[config.mk]
export PLATFORM = sky130hd
export DESIGN_NAME = dotprod_sched
export DESIGN_NICKNAME = d
export VERILOG_FILES = /design/src/rtl/dotprod_pkg.sv /design/src/rtl/rr_arbiter.sv /design/src/rtl/dotprod_sched.sv
export SDC_FILE = /design/constraint.sdc
export NUM_CORES = 1
export LEC_CHECK = 0
export ABC_CLOCK_PERIOD_IN_PS = 37600
export CORE_AREA = 5 5 647 649
export DETAILED_ROUTE_END_ITERATION = 16
export DIE_AREA = 0 0 652 654
export PLACE_DENSITY = 0.3
export SYNTH_ARGS = -nofsm -noshare
export SYNTH_HDL_FRONTEND = slang
export SYNTH_SLANG_ARGS = --single-unit
[constraint.sdc]
create_clock -name clk_i -period 37.6 [get_ports clk_i]
set_clock_uncertainty 0.2 [all_clocks]
set_input_delay 11.28 -clock clk_i [delete_from_list [all_inputs] [get_ports clk_i]]
set_output_delay 11.28 -clock clk_i [all_outputs]
set_load 0.03 [all_outputs]
[src/rtl/dotprod_pkg.sv]
// dotprod_pkg: shared constants and scheduler state type
// for the dot-product scheduler and its arbiter.
package dotprod_pkg;

  localparam int VEC_LEN = 8;
  localparam int ELEM_W  = 32;
  localparam int VEC_W   = VEC_LEN * ELEM_W;
  localparam int RES_W   = 64;

  typedef enum logic [2:0] {
    IDLE,
    START,
    WAIT_BUSY,
    WAIT_DONE,
    RESP
  } sched_state_e;

endpackage

[src/rtl/rr_arbiter.sv]
// rr_arbiter: combinational round-robin pick.
// Ports: req (requests), ptr (last winner), gnt (one-hot grant).
module rr_arbiter #(
  parameter int NUM_REQ = 2,
  parameter int ID_W    = 1
) (
  input  logic [NUM_REQ-1:0] req,
  input  logic [ID_W-1:0]    ptr,
  output logic [NUM_REQ-1:0] gnt
);

  logic            found;
  logic [ID_W-1:0] idx;

  // Search ptr+1, ptr+2, ... with wrap; ptr itself is last.
  always_comb begin
    gnt   = '0;
    found = 1'b0;
    idx   = '0;
    for (int i = 1; i <= NUM_REQ; i++) begin
      idx = ID_W'((int'(ptr) + i) % NUM_REQ);
      if (!found && req[idx]) begin
        gnt[idx] = 1'b1;
        found    = 1'b1;
      end
    end
  end

endmodule

[src/rtl/dotprod_sched.sv]
// dotprod_sched: shares one dot-product engine among NUM_REQ
// requesters (req_*), drives the engine (eng_*), returns rsp_*.
module dotprod_sched
  import dotprod_pkg::*;
#(
  parameter int NUM_REQ  = 2,
  parameter int ID_W     = (NUM_REQ > 1) ? $clog2(NUM_REQ) : 1,
  parameter int START_TO = 16
) (
  input  logic                     clk_i,
  input  logic                     rst_i,
  input  logic [NUM_REQ-1:0]       req_valid_i,
  output logic [NUM_REQ-1:0]       req_ready_o,
  input  logic [NUM_REQ*VEC_W-1:0] req_a_i,
  input  logic [NUM_REQ*VEC_W-1:0] req_b_i,
  output logic                     eng_start_o,
  output logic [VEC_W-1:0]         eng_a_o,
  output logic [VEC_W-1:0]         eng_b_o,
  input  logic                     eng_busy_i,
  input  logic [RES_W-1:0]         eng_result_i,
  output logic                     rsp_valid_o,
  input  logic                     rsp_ready_i,
  output logic [ID_W-1:0]          rsp_id_o,
  output logic [RES_W-1:0]         rsp_result_o,
  output logic                     rsp_err_o
);

  localparam int CNT_W = $clog2(START_TO + 1);

  sched_state_e     state_q, state_d;
  logic [ID_W-1:0]  ptr_q;
  logic [CNT_W-1:0] cnt_q;
  logic [NUM_REQ-1:0] gnt;
  logic [ID_W-1:0]  gid;
  logic [VEC_W-1:0] a_sel, b_sel;
  logic             xfer, tmo, done;

  rr_arbiter #(
    .NUM_REQ (NUM_REQ),
    .ID_W    (ID_W)
  ) u_arb (
    .req (req_valid_i),
    .ptr (ptr_q),
    .gnt (gnt)
  );

  // One-hot grant to index and operand slice.
  always_comb begin
    gid   = '0;
    a_sel = '0;
    b_sel = '0;
    for (int i = 0; i < NUM_REQ; i++) begin
      if (gnt[i]) begin
        gid   = ID_W'(i);
        a_sel = req_a_i[i*VEC_W +: VEC_W];
        b_sel = req_b_i[i*VEC_W +: VEC_W];
      end
    end
  end

  always_comb begin
    state_d     = state_q;
    req_ready_o = '0;
    eng_start_o = 1'b0;
    rsp_valid_o = 1'b0;
    xfer        = 1'b0;
    tmo         = 1'b0;
    done        = 1'b0;
    unique case (state_q)
      IDLE: begin
        req_ready_o = gnt;
        if (|gnt) begin
          xfer    = 1'b1;
          state_d = START;
        end
      end
      START: begin
        eng_start_o = 1'b1;
        state_d     = WAIT_BUSY;
      end
      WAIT_BUSY: begin
        if (eng_busy_i) begin
          state_d = WAIT_DONE;
        end else if (cnt_q == CNT_W'(START_TO - 1)) begin
          // this cycle is the START_TO-th without busy
          tmo     = 1'b1;
          state_d = RESP;
        end
      end
      WAIT_DONE: begin
        if (!eng_busy_i) begin
          done    = 1'b1;
          state_d = RESP;
        end
      end
      RESP: begin
        rsp_valid_o = 1'b1;
        if (rsp_ready_i) state_d = IDLE;
      end
      default: state_d = IDLE;
    endcase
  end

  always_ff @(posedge clk_i or posedge rst_i) begin
    if (rst_i) begin
      state_q      <= IDLE;
      ptr_q        <= ID_W'(NUM_REQ - 1);
      cnt_q        <= '0;
      eng_a_o      <= '0;
      eng_b_o      <= '0;
      rsp_id_o     <= '0;
      rsp_result_o <= '0;
      rsp_err_o    <= 1'b0;
    end else begin
      state_q <= state_d;
      if (xfer) begin
        eng_a_o  <= a_sel;
        eng_b_o  <= b_sel;
        rsp_id_o <= gid;
        ptr_q    <= gid;
      end
      if (state_q == START) begin
        cnt_q <= '0;
      end else if (state_q == WAIT_BUSY && !eng_busy_i) begin
        cnt_q <= cnt_q + 1'b1;
      end
      if (tmo) begin
        rsp_result_o <= '0;
        rsp_err_o    <= 1'b1;
      end
      if (done) begin
        rsp_result_o <= eng_result_i;
        rsp_err_o    <= 1'b0;
      end
    end
  end

endmodule
=== Word-level counts from Yosys, hierarchy flattened ===
Cells that the tools add are included.

* Register bits: 587
* Input bits: 1,094
* Output and inout bits: 582
* Word-level logic and storage cells: 74

* Add/subtract/negate cells: 3
* $lt $le $gt $ge: 4
* Equal/unequal tests: 9
* Mux-type cells: 38
* Bitwise logic cells: 1
* Reduce and logical (&&, ||, !) cells: 11

{| class="wikitable"
|+ Operator list
! kind !! count
|-
| $mux W256 || 4
|-
| $mux W64 || 2
|-
| $mux W1 || 19
|-
| $mux W3 || 5
|-
| $pmux W3 S5 || 1
|-
| $mux W5 || 2
|-
| $eq A3 B2 Y1 const B || 2
|-
| $mux W2 || 3
|-
| $ne A2 B2 Y1 const B || 3
|-
| $add A5 B1 Y5 const B || 1
|-
| $eq A5 B4 Y1 const B || 1
|-
| $logic_and A1 B1 Y1 || 4
|-
| $lt A1 B2 Y1 const B || 2
|-
| $reduce_and A4 Y1 || 1
|-
| $reduce_bool A2 Y1 || 2
|-
| $eq A3 B1 Y1 const B || 1
|-
| $eq A3 B3 Y1 const B || 1
|-
| $logic_not A3 Y1 || 1
|-
| $ne A3 B3 Y1 const B || 1
|-
| $add A1 B1 Y1 const B || 2
|-
| $demux W1 S1 || 2
|-
| $ge A1 B1 Y1 const B || 2
|-
| $logic_not A1 Y1 || 2
|-
| $or A2 B2 Y2 || 1
|-
| $reduce_or A2 Y1 || 1
|}

=== Depth between registers and ports, before layout ===
Gate-level depths: netlist of the first run.

* Depth after elaboration: 11
* Mapped depth: 7
* Depth with buffers taken out: 6

=== Modules after synthesis ===
Synthesis of the first run repeated with hierarchy kept, for this count alone.

* Cell total of the unflattened synthesis: 2,220
* Area, all modules: 25,929.9 um^2

{| class="wikitable"
|+ By module, submodules not included
! module !! instances !! cells an instance !! area each (um^2) !! seq. area each (um^2)
|-
| dotprod_sched || 1 || 2,217 || 25,911.1 || 14,690.3
|-
| rr_arbiter || 1 || 3 || 18.8 || 0.0
|}

=== Least setup slack after synthesis of the first run ===
Ideal clock, no wire load.

* Path kind: in2out
* Start: input req_valid_i[1]
* End: output req_ready_o[1]
* Arrival: 12.230 ns
* Data required time: 26.120 ns
* Setup slack: 13.890 ns
* Stages: 5
* Path through: a21boi_1 -> buf_2 -> buf_4 -> buf_2 -> and2_1

* Word-level cells in the longest chain between the ends: 7
* Elaborated cells between the ends (all ways): 11
* Those cells by class: mux: 8; bitwise: 1; reduce/logical: 2

{| class="wikitable"
|+ RTL lines
! what !! line !! RTL
|-
| from (decl) || dotprod_sched.sv:12 || <nowiki>input logic [NUM_REQ-1:0] req_valid_i,</nowiki>
|-
| $mux W1 (not written as such) (2 in series) || rr_arbiter.sv:22 || <nowiki>if (!found && req[idx]) begin</nowiki>
|-
| $mux W1 || rr_arbiter.sv:22 ||
|-
| $logic_not A1 Y1 || rr_arbiter.sv:22 ||
|-
| $logic_and A1 B1 Y1 || rr_arbiter.sv:22 ||
|-
| $mux W2 (*) || rr_arbiter.sv:22 ||
|-
| $mux W2 (*) || dotprod_sched.sv:69 || <nowiki>unique case (state_q)</nowiki>
|-
| to (decl) || dotprod_sched.sv:13 || <nowiki>output logic [NUM_REQ-1:0] req_ready_o,</nowiki>
|}

Every way passes the cells marked *; elsewhere a longest branch is shown, timed or not. The select of a mux whose other input is x is not followed.

=== Worst setup path in the final report of the first run ===
* Start: input req_valid_i[1]
* End: output req_ready_o[0]

The elaborated chain is that of the path after synthesis.

==> results of run 1 <==
-- area by class of cell --
class	instances	area, um^2
fill	46400	357000
clock inverter	21	211
multi-input combinational	1137	13300
timing repair buffer	1725	17100
clock buffer	135	2750
antenna	83	208
inverter	5	26.3
sequential	587	14700
tap	5474	6850
-- per-layer routing --
metal | up-vias | part of all wire (%)
li1 | 11300 | -
met1 | 14100 | 39
met2 | 1643 | 46
met3 | 611 | 12
met4 | 158 | 3.4
met5 | - | 0.33
-- power groups by stage --
stage	Clock, W	Sequential [W]	Combinational (W)
6_report	0.000882	0.00112	0.00258
2_1_floorplan	0	0.00163	0.000889
3_5_place_dp	0	0.00112	0.00263
4_1_cts	0.000931	0.00112	0.00264
5_1_grt	0.000946	0.00115	0.00267
3_3_place_gp	0	0.00112	0.00264
-- worst paths after layout --
kind                                               start                        to  slack (ns)  cells after the start
worst min-delay path            eng_b_o[180]$_DFFE_PP0P_  eng_b_o[180]$_DFFE_PP0P_        0.28                      1
min in group asynchronous                          rst_i  eng_b_o[254]$_DFFE_PP0P_       10.77                      2
max in group asynchronous                          rst_i   eng_b_o[31]$_DFFE_PP0P_       21.79                      8
worst max register to register    state_q[0]$_DFFE_PP0P_  eng_a_o[169]$_DFFE_PP0P_       31.56                      8
worst max-delay path                      req_valid_i[1]            req_ready_o[0]       12.82                      4
worst min register to register  eng_b_o[180]$_DFFE_PP0P_  eng_b_o[180]$_DFFE_PP0P_        0.28                      1
-- cell usage in the layout (no fill, tap or decap), types with 2 or more instances in the layout --
cell type | netlist | layout
a21o_1 | 2 | 2
a21oi_1 | 4 | 4
a22o_1 | 66 | 66
a32o_1 | 512 | 512
and2_1 | 3 | 2
and3_1 | 2 | 2
buf_4 | 14 | 51
bufinv_16 | 0 | 2
clkbuf_1 | 98 | 19
clkbuf_16 | 0 | 96
clkbuf_8 | 0 | 20
clkdlybuf4s50_1 | 0 | 1670
clkinv_2 | 0 | 12
clkinv_4 | 0 | 2
clkinvlp_4 | 0 | 2
dfrtp_1 | 586 | 586
diode_2 | 0 | 83
ha_1 | 2 | 2
inv_1 | 5 | 4
mux2_1 | 91 | 91
mux2_2 | 32 | 32
mux2_4 | 389 | 389
nand2_1 | 2 | 2
nand2b_1 | 3 | 2
nor2_1 | 8 | 8
o21ai_0 | 2 | 2
o21ai_1 | 3 | 2
-- kinds of logic (layout without fill, tap and decap cells) --
family | count (synthesis) | count (layout)
AOI/OAI and AO/OA | 598 | 598
DFF | 587 | 587
buffers and inverters | 250 | 1886
other | 0 | 83
and+or+nand+nor | 25 | 25
muxes | 512 | 512
adders and majority gates | 2 | 2
-- cell usage after synthesis (5+ instances only) --
| cell type | number | area, um^2 |
|---|---|---|
| dfrtp_1 | 586 | 14700 |
| buf_1 | 17 | 63.8 |
| buf_6 | 11 | 124 |
| buf_4 | 14 | 105 |
| buf_12 | 43 | 861 |
| a32o_1 | 512 | 5120 |
| mux2_2 | 32 | 360 |
| buf_2 | 61 | 305 |
| mux2_1 | 91 | 1020 |
| inv_1 | 5 | 18.8 |
| clkbuf_1 | 98 | 368 |
| nor2_1 | 8 | 30.0 |
| mux2_4 | 389 | 5840 |
| a22o_1 | 66 | 578 |
-- worst max-delay path, cell delays in order --
cell	delay, ns
clkdlybuf4s50_1	0.57
nand2b_4	0.49
and3_1	0.27
clkdlybuf4s50_1	0.69
-- registers in the layout, indices dropped and copies added, names as in the netlist --
name / count
rsp_id_o: 1
eng_b_o: 256
ptr_q: 1
rsp_result_o: 64
rsp_err_o: 1
cnt_q: 5
state_q: 3
eng_a_o: 256
-- stage by stage --
| stage | hold slack (ns) | setup slack (ns) |
|---|---|---|
| 6_report | 0.283 | 12.82 |
| 3_5_place_dp | 0.274 | 12.79 |
| 4_1_cts | 0.287 | 12.78 |
| 2_1_floorplan | 0.272 | 9.70 |
| 3_3_place_gp | 0.269 | 12.78 |
| 5_1_grt | 0.305 | 12.77 |
==> qor.yml, run 1 <==
clock_network:
  hold_buffers: 0
  cts.reportedPaths.clkPinSlew_ns: 0.05
  cts_resized: 0
  cts_inserted_buffers: 95
  clock_latency_ns: 0.84
  clock_sinks: 587
  clk_root_buffer_cell: "clkbuf_16"
  cts_tree: "yes"
  htreeDepth: 3
  post-cts-setup-buffers: 0
  cts_buffer_depth: 4
logic_synthesis:
  synth_top_family_by_area: "multiplexers"
  synth_cell_types: 41
  avgSynthCellArea_um2: 15.1
  syn_nets: 3070
  ys_seq_area_share_pct: 49.3
  synth-compound-area-share_pct: 19.6
  synth_area_um2: 29800
  muxShareOfSynthArea_pct: 24.3
  ys_async_sr_fraction_pct: 100
  netlist_instances: 1974
  synth_edf_count: 0
  synth-seq-cells: 587
  synthFlopType: "dfrtp_1"
  synth_xor_area_share_pct: 0
  synth_fa_ha_area_share_pct: 0.0840
  ys_warn_count: 0
  yosys.area_share.simple_pct: 0.512
critical_path:
  path_class: "in -> out"
  cp.required_ns: 26.12
  start_kind: "primary input"
  crit_arrival_ns: 13.30
  critPathCaptureType: "output pin"
  worstPathMaxFanout: 34
status:
  outcome: "finished clean"
timing:
  hold_viol: 0
  fin_setup_tns_ns: 0
  fin_crit_ns: 24.79
  fmax_mhz: 40.3
  slew_viol_final: 0
  tightest_slew_ns: 1.11
  rsz0062_at_grt: "no"
  slew_headroom_pct: 25.8
  finalSetupViolations: 0
  fin_crit_sh_pct: 65.9
pwr:
  p_sw_share_pct: 44.4
  switchingPower_w: 0.00203
  seq_power_share_pct: 24.4
  ir_drop_uv: 49.8
  power_frac_comb_pct: 56.3
  cellPowerDensity_nw_per_um2: 82.9
  power.internal_w: 0.00255
  finalPower_w: 0.00457
  p_leak_nw: 20.5
  pwr-share-clk_pct: 19.3
placement:
  io_buffers: 1675
  dpl.hpwl_um: 269000
  place.gp.congestion: 0.988
  placed_cells: 8928
  placed_area_um2: 52000
floorplan:
  fp-row-count: 236
  floorplan.initialDensity_pct: 7.23
  num_io_pins: 1676
  dieArea_um2: 426000
  fp.dieW_um: 652
  core_area_um2: 412000
  die_y_um: 654
global_routing:
  grt_usage_pct: 14.0
  gr-max-usage-layer: "met2"
  use_met2_pct: 22.5
  grt_pass1_vias: 28300
  met1_usage_pct: 15.8
  grt_pass1_wl_um: 380000
  grt-ovfl-total: 0
  grt_use_met3_pct: 7.64
  antenna_found_initial: 300
  grt_max_degree: 133
drt:
  num_vias: 27800
  dr.pass1.iters: 5
  first_iter_violations: 1958
  routedWlPerCell_um: 34.2
  routed_wl_um: 314000
  via_per_inst: 3.03
  drt.antenna.violating_nets: 0
  drc: 0
cells_and_area:
  finalNonFillerCells: 9167
  nNetsFinal: 4647
  final_area_um2: 55200
  synthToLayoutAreaGrowth_pct: 85.2
  fin_util_pct: 13.4
  drive_above_1_share_pct: 17.2
job:
  cap_viol_max_count: 0
worst_hold_path:
  hold_class: "reg -> reg"
Power figures use the tool's default switching activity.
==> inputs of run 2 (changes only) <==
--- a/config.mk
+++ b/config.mk
@@ -5,7 +5,7 @@
 export SDC_FILE = /design/constraint.sdc
 export NUM_CORES = 1
 export LEC_CHECK = 0
-export ABC_CLOCK_PERIOD_IN_PS = 37600
+export ABC_CLOCK_PERIOD_IN_PS = 23000
 export CORE_AREA = 5 5 647 649
 export DETAILED_ROUTE_END_ITERATION = 16
 export DIE_AREA = 0 0 652 654
==> constraint.sdc (replaced) <==
create_clock -name clk_i -period 23 [get_ports clk_i]
set_clock_uncertainty 0.2 [all_clocks]
set_input_delay 6.9 -clock clk_i [delete_from_list [all_inputs] [get_ports clk_i]]
set_output_delay 6.9 -clock clk_i [all_outputs]
set_load 0.03 [all_outputs]
==> run 2 against run 1 <==
Compared with the run above: sequential share of layout area is 0.10 points lower; sequential power is 63% higher; worst hold slack better by 0.00057 ns; register-to-register slack worse by 13 ns; wire length is 0.62% higher; critical path type unchanged; critical endpoint unchanged; largest cell class unchanged; largest power group unchanged.
==> qor.yml, run 2 (synthesized netlist as in run 1, its figures left out) <==
critical_path:
  max_stage_delay_ns: 0.70  # about the same
  crit_slowest_cell: "clkdlybuf4s50_1"
  reg2regPathDepth: 6  # -2
  critPathTopFamily: "buffers and inverters"
  path_common_cell: "clkdlybuf4s50_1"
  critPathCaptureType: "output pin"
  path_class: "in -> out"
  start_kind: "primary input"
  crit_start: "req_valid_i[1]"
  crit_arrival_ns: 8.92  # -4.38 ns
  worstPathMaxFanout: 37  # +8.8%
  crit_cells: 4  # unchanged
  r2r-start: "state_q[0]$_DFFE_PP0P_"
  cp_num_buf_inv: 2  # unchanged
  cp.required_ns: 15.90  # -10.22 ns
  worstPathCellList: "clkdlybuf4s50_1 > nand2b_4 > and3_1 > clkdlybuf4s50_1"
pwr:
  ir_drop_uv: 66.8  # +34%
  switchingPower_w: 0.00336  # +65%
  pwr-share-clk_pct: 20.2  # +0.9 points
  cellPowerDensity_nw_per_um2: 138  # +66%
  p_sw_share_pct: 44.1  # -0.28 points
  power_frac_comb_pct: 55.8  # -0.5 points
  seq_power_share_pct: 24.0  # -0.4 points
  power.internal_w: 0.00426  # +67%
  p_leak_nw: 20.6  # +0.34%
drt:
  drc: 0  # unchanged
  met3_length_um: 33100  # -8.6%
  drt.antenna.violating_nets: 0  # unchanged
  wl_met2_um: 146000  # +2.0%
  first_iter_violations: 2033  # +3.8%
  routedWlPerCell_um: 34.5  # +0.73%
  met1_length_um: 125000  # +2.1%
  via_per_inst: 3.05  # +0.46%
  dr.pass1.iters: 6  # +1
  num_vias: 27900  # +0.35%
  routed.top_layer: "met5"
  routed_wl_um: 316000  # +0.62%
cells_and_area:
  mostFrequentLayoutCells: "1670 x clkdlybuf4s50_1, 586 x dfrtp_1, 512 x a32o_1"
  drive_above_1_share_pct: 17.3  # +0.028 points
  finalNonFillerCells: 9157  # -0.11%
  largestRegisters: "eng_a_o x256, eng_b_o x256, rsp_result_o x64"
  nNetsFinal: 4641  # -0.13%
  synthToLayoutAreaGrowth_pct: 85.9
  fin_util_pct: 13.4  # +0.053 points
  final_common_cell: "clkdlybuf4s50_1"
timing:
  fmax_mhz: 62.4
  tightest_slew_ns: 1.12  # +0.00609 ns
  fin_crit_ns: 16.02
  slew_headroom_pct: 25.6  # -0.17 points
  layout_setup_ws_ns: 6.98  # -5.83 ns
  fin_crit_sh_pct: 69.6
  hold_viol: 0  # unchanged
  fin_setup_tns_ns: 0  # unchanged
  slew_viol_final: 0  # unchanged
  finalSetupViolations: 0  # unchanged
  rsz0062_at_grt: "no"
clock_network:
  clock_sinks: 587  # unchanged
  cts_resized: 0  # unchanged
  cts.reportedPaths.clkPinSlew_ns: 0.05  # about the same
  clk_root_buffer_cell: "clkbuf_16"
  cts_buffer_depth: 4  # unchanged
  cts_inserted_buffers: 96  # +1.1%
  htreeDepth: 3  # unchanged
  cts_tree: "yes"
  post-cts-setup-buffers: 0  # unchanged
  clock_latency_ns: 0.83  # about the same
  hold_buffers: 0  # unchanged
global_routing:
  grt_pass1_wl_um: 380000  # about the same
  antenna_found_initial: 293  # -2.3%
  grt_max_degree: 148  # +11%
  grt_usage_pct: 14.1  # +0.063 points
  grt_pass1_vias: 28200  # -0.50%
  grt-ovfl-total: 0  # unchanged
floorplan:
  fp-row-count: 236  # unchanged
  die_y_um: 654  # unchanged
  core_area_um2: 412000  # unchanged
  floorplan.initialDensity_pct: 7.23  # unchanged
  fp.dieW_um: 652  # unchanged
  dieArea_um2: 426000  # unchanged
  num_io_pins: 1676  # unchanged
worst_hold_path:
  min_from: "eng_b_o[173]$_DFFE_PP0P_"
  whs_path_depth: 1  # unchanged
  hold_class: "reg -> reg"
placement:
  place.gp.congestion: 0.999  # +1.1%
  dpl.hpwl_um: 269000  # about the same
  placed_cells: 8921  # -0.078%
  io_buffers: 1675  # unchanged
  place_ws_ns: 7.00  # -5.78 ns
job:
  cap_viol_max_count: 0  # unchanged
status:
  outcome: "finished clean"
## run 2: cell types whose count changed in the layout (fill, tap and decap cells not counted), moves of 2 or more
cell,before,now
buf_4,51,41
diode_2,83,73
bufinv_16,2,9
buf_12,1,6
clkinv_2,12,7
clkinvlp_4,2,7
clkbuf_8,20,23
clkinv_4,2,0
## run 2: worst register-to-register path, cell delays in order, from the launching register on
cell and delay [ns]:
dfrtp_1 0.57, nor3_4 0.32, o21a_4 0.64, buf_4 0.69
buf_12 0.63, buf_4 1.20, mux2_4 0.43
## run 2: final timing paths
check | to | slack [ns]
worst max-delay path | req_ready_o[0] | 6.98
worst min-delay path | eng_b_o[173]$_DFFE_PP0P_ | 0.28
worst max register to register | eng_a_o[162]$_DFFE_PP0P_ | 18.14
worst min register to register | eng_b_o[173]$_DFFE_PP0P_ | 0.28
max in group asynchronous | eng_b_o[77]$_DFFE_PP0P_ | 12.70
min in group asynchronous | eng_b_o[238]$_DFFE_PP0P_ | 6.32
## run 2: per-stage QoR
step                hold WS, ns  total power (W)  cell area, um^2
floorplan                 0.272          0.00412            29800
global placement          0.269          0.00619            52000
detailed placement        0.274          0.00619            52000
CTS                       0.288          0.00782            55200
global route              0.302          0.00793            55300
finish                    0.283          0.00761            55400
## run 2: power groups by stage
| stage | clock network (W) | logic, W | registers, W |
|---|---|---|---|
| after global routing | 0.00165 | 0.00440 | 0.00189 |
| final | 0.00154 | 0.00425 | 0.00182 |
| after detailed placement | 0 | 0.00435 | 0.00184 |
| after CTS | 0.00163 | 0.00437 | 0.00183 |
| after global placement | 0 | 0.00436 | 0.00183 |
| after floorplan | 0 | 0.00145 | 0.00267 |
## run 2: per-layer routing
| layer | up-vias | track usage, % |
|---|---|---|
| met5 | - | 0 |
| met4 | 132 | 3.73 |
| met3 | 594 | 6.49 |
| met2 | 1594 | 23.1 |
| met1 | 14300 | 16.5 |
| li1 | 11300 | - |
## run 2: area by class of cell
type	count	area, um^2
Timing Repair Buffer	1718	17200
Inverter	5	22.5
Fill cell	46200	357000
Tap cell	5474	6850
Antenna cell	73	183
Sequential cell	587	14700
Clock inverter	26	404
Multi-Input combinational cell	1137	13300
Clock buffer	137	2790
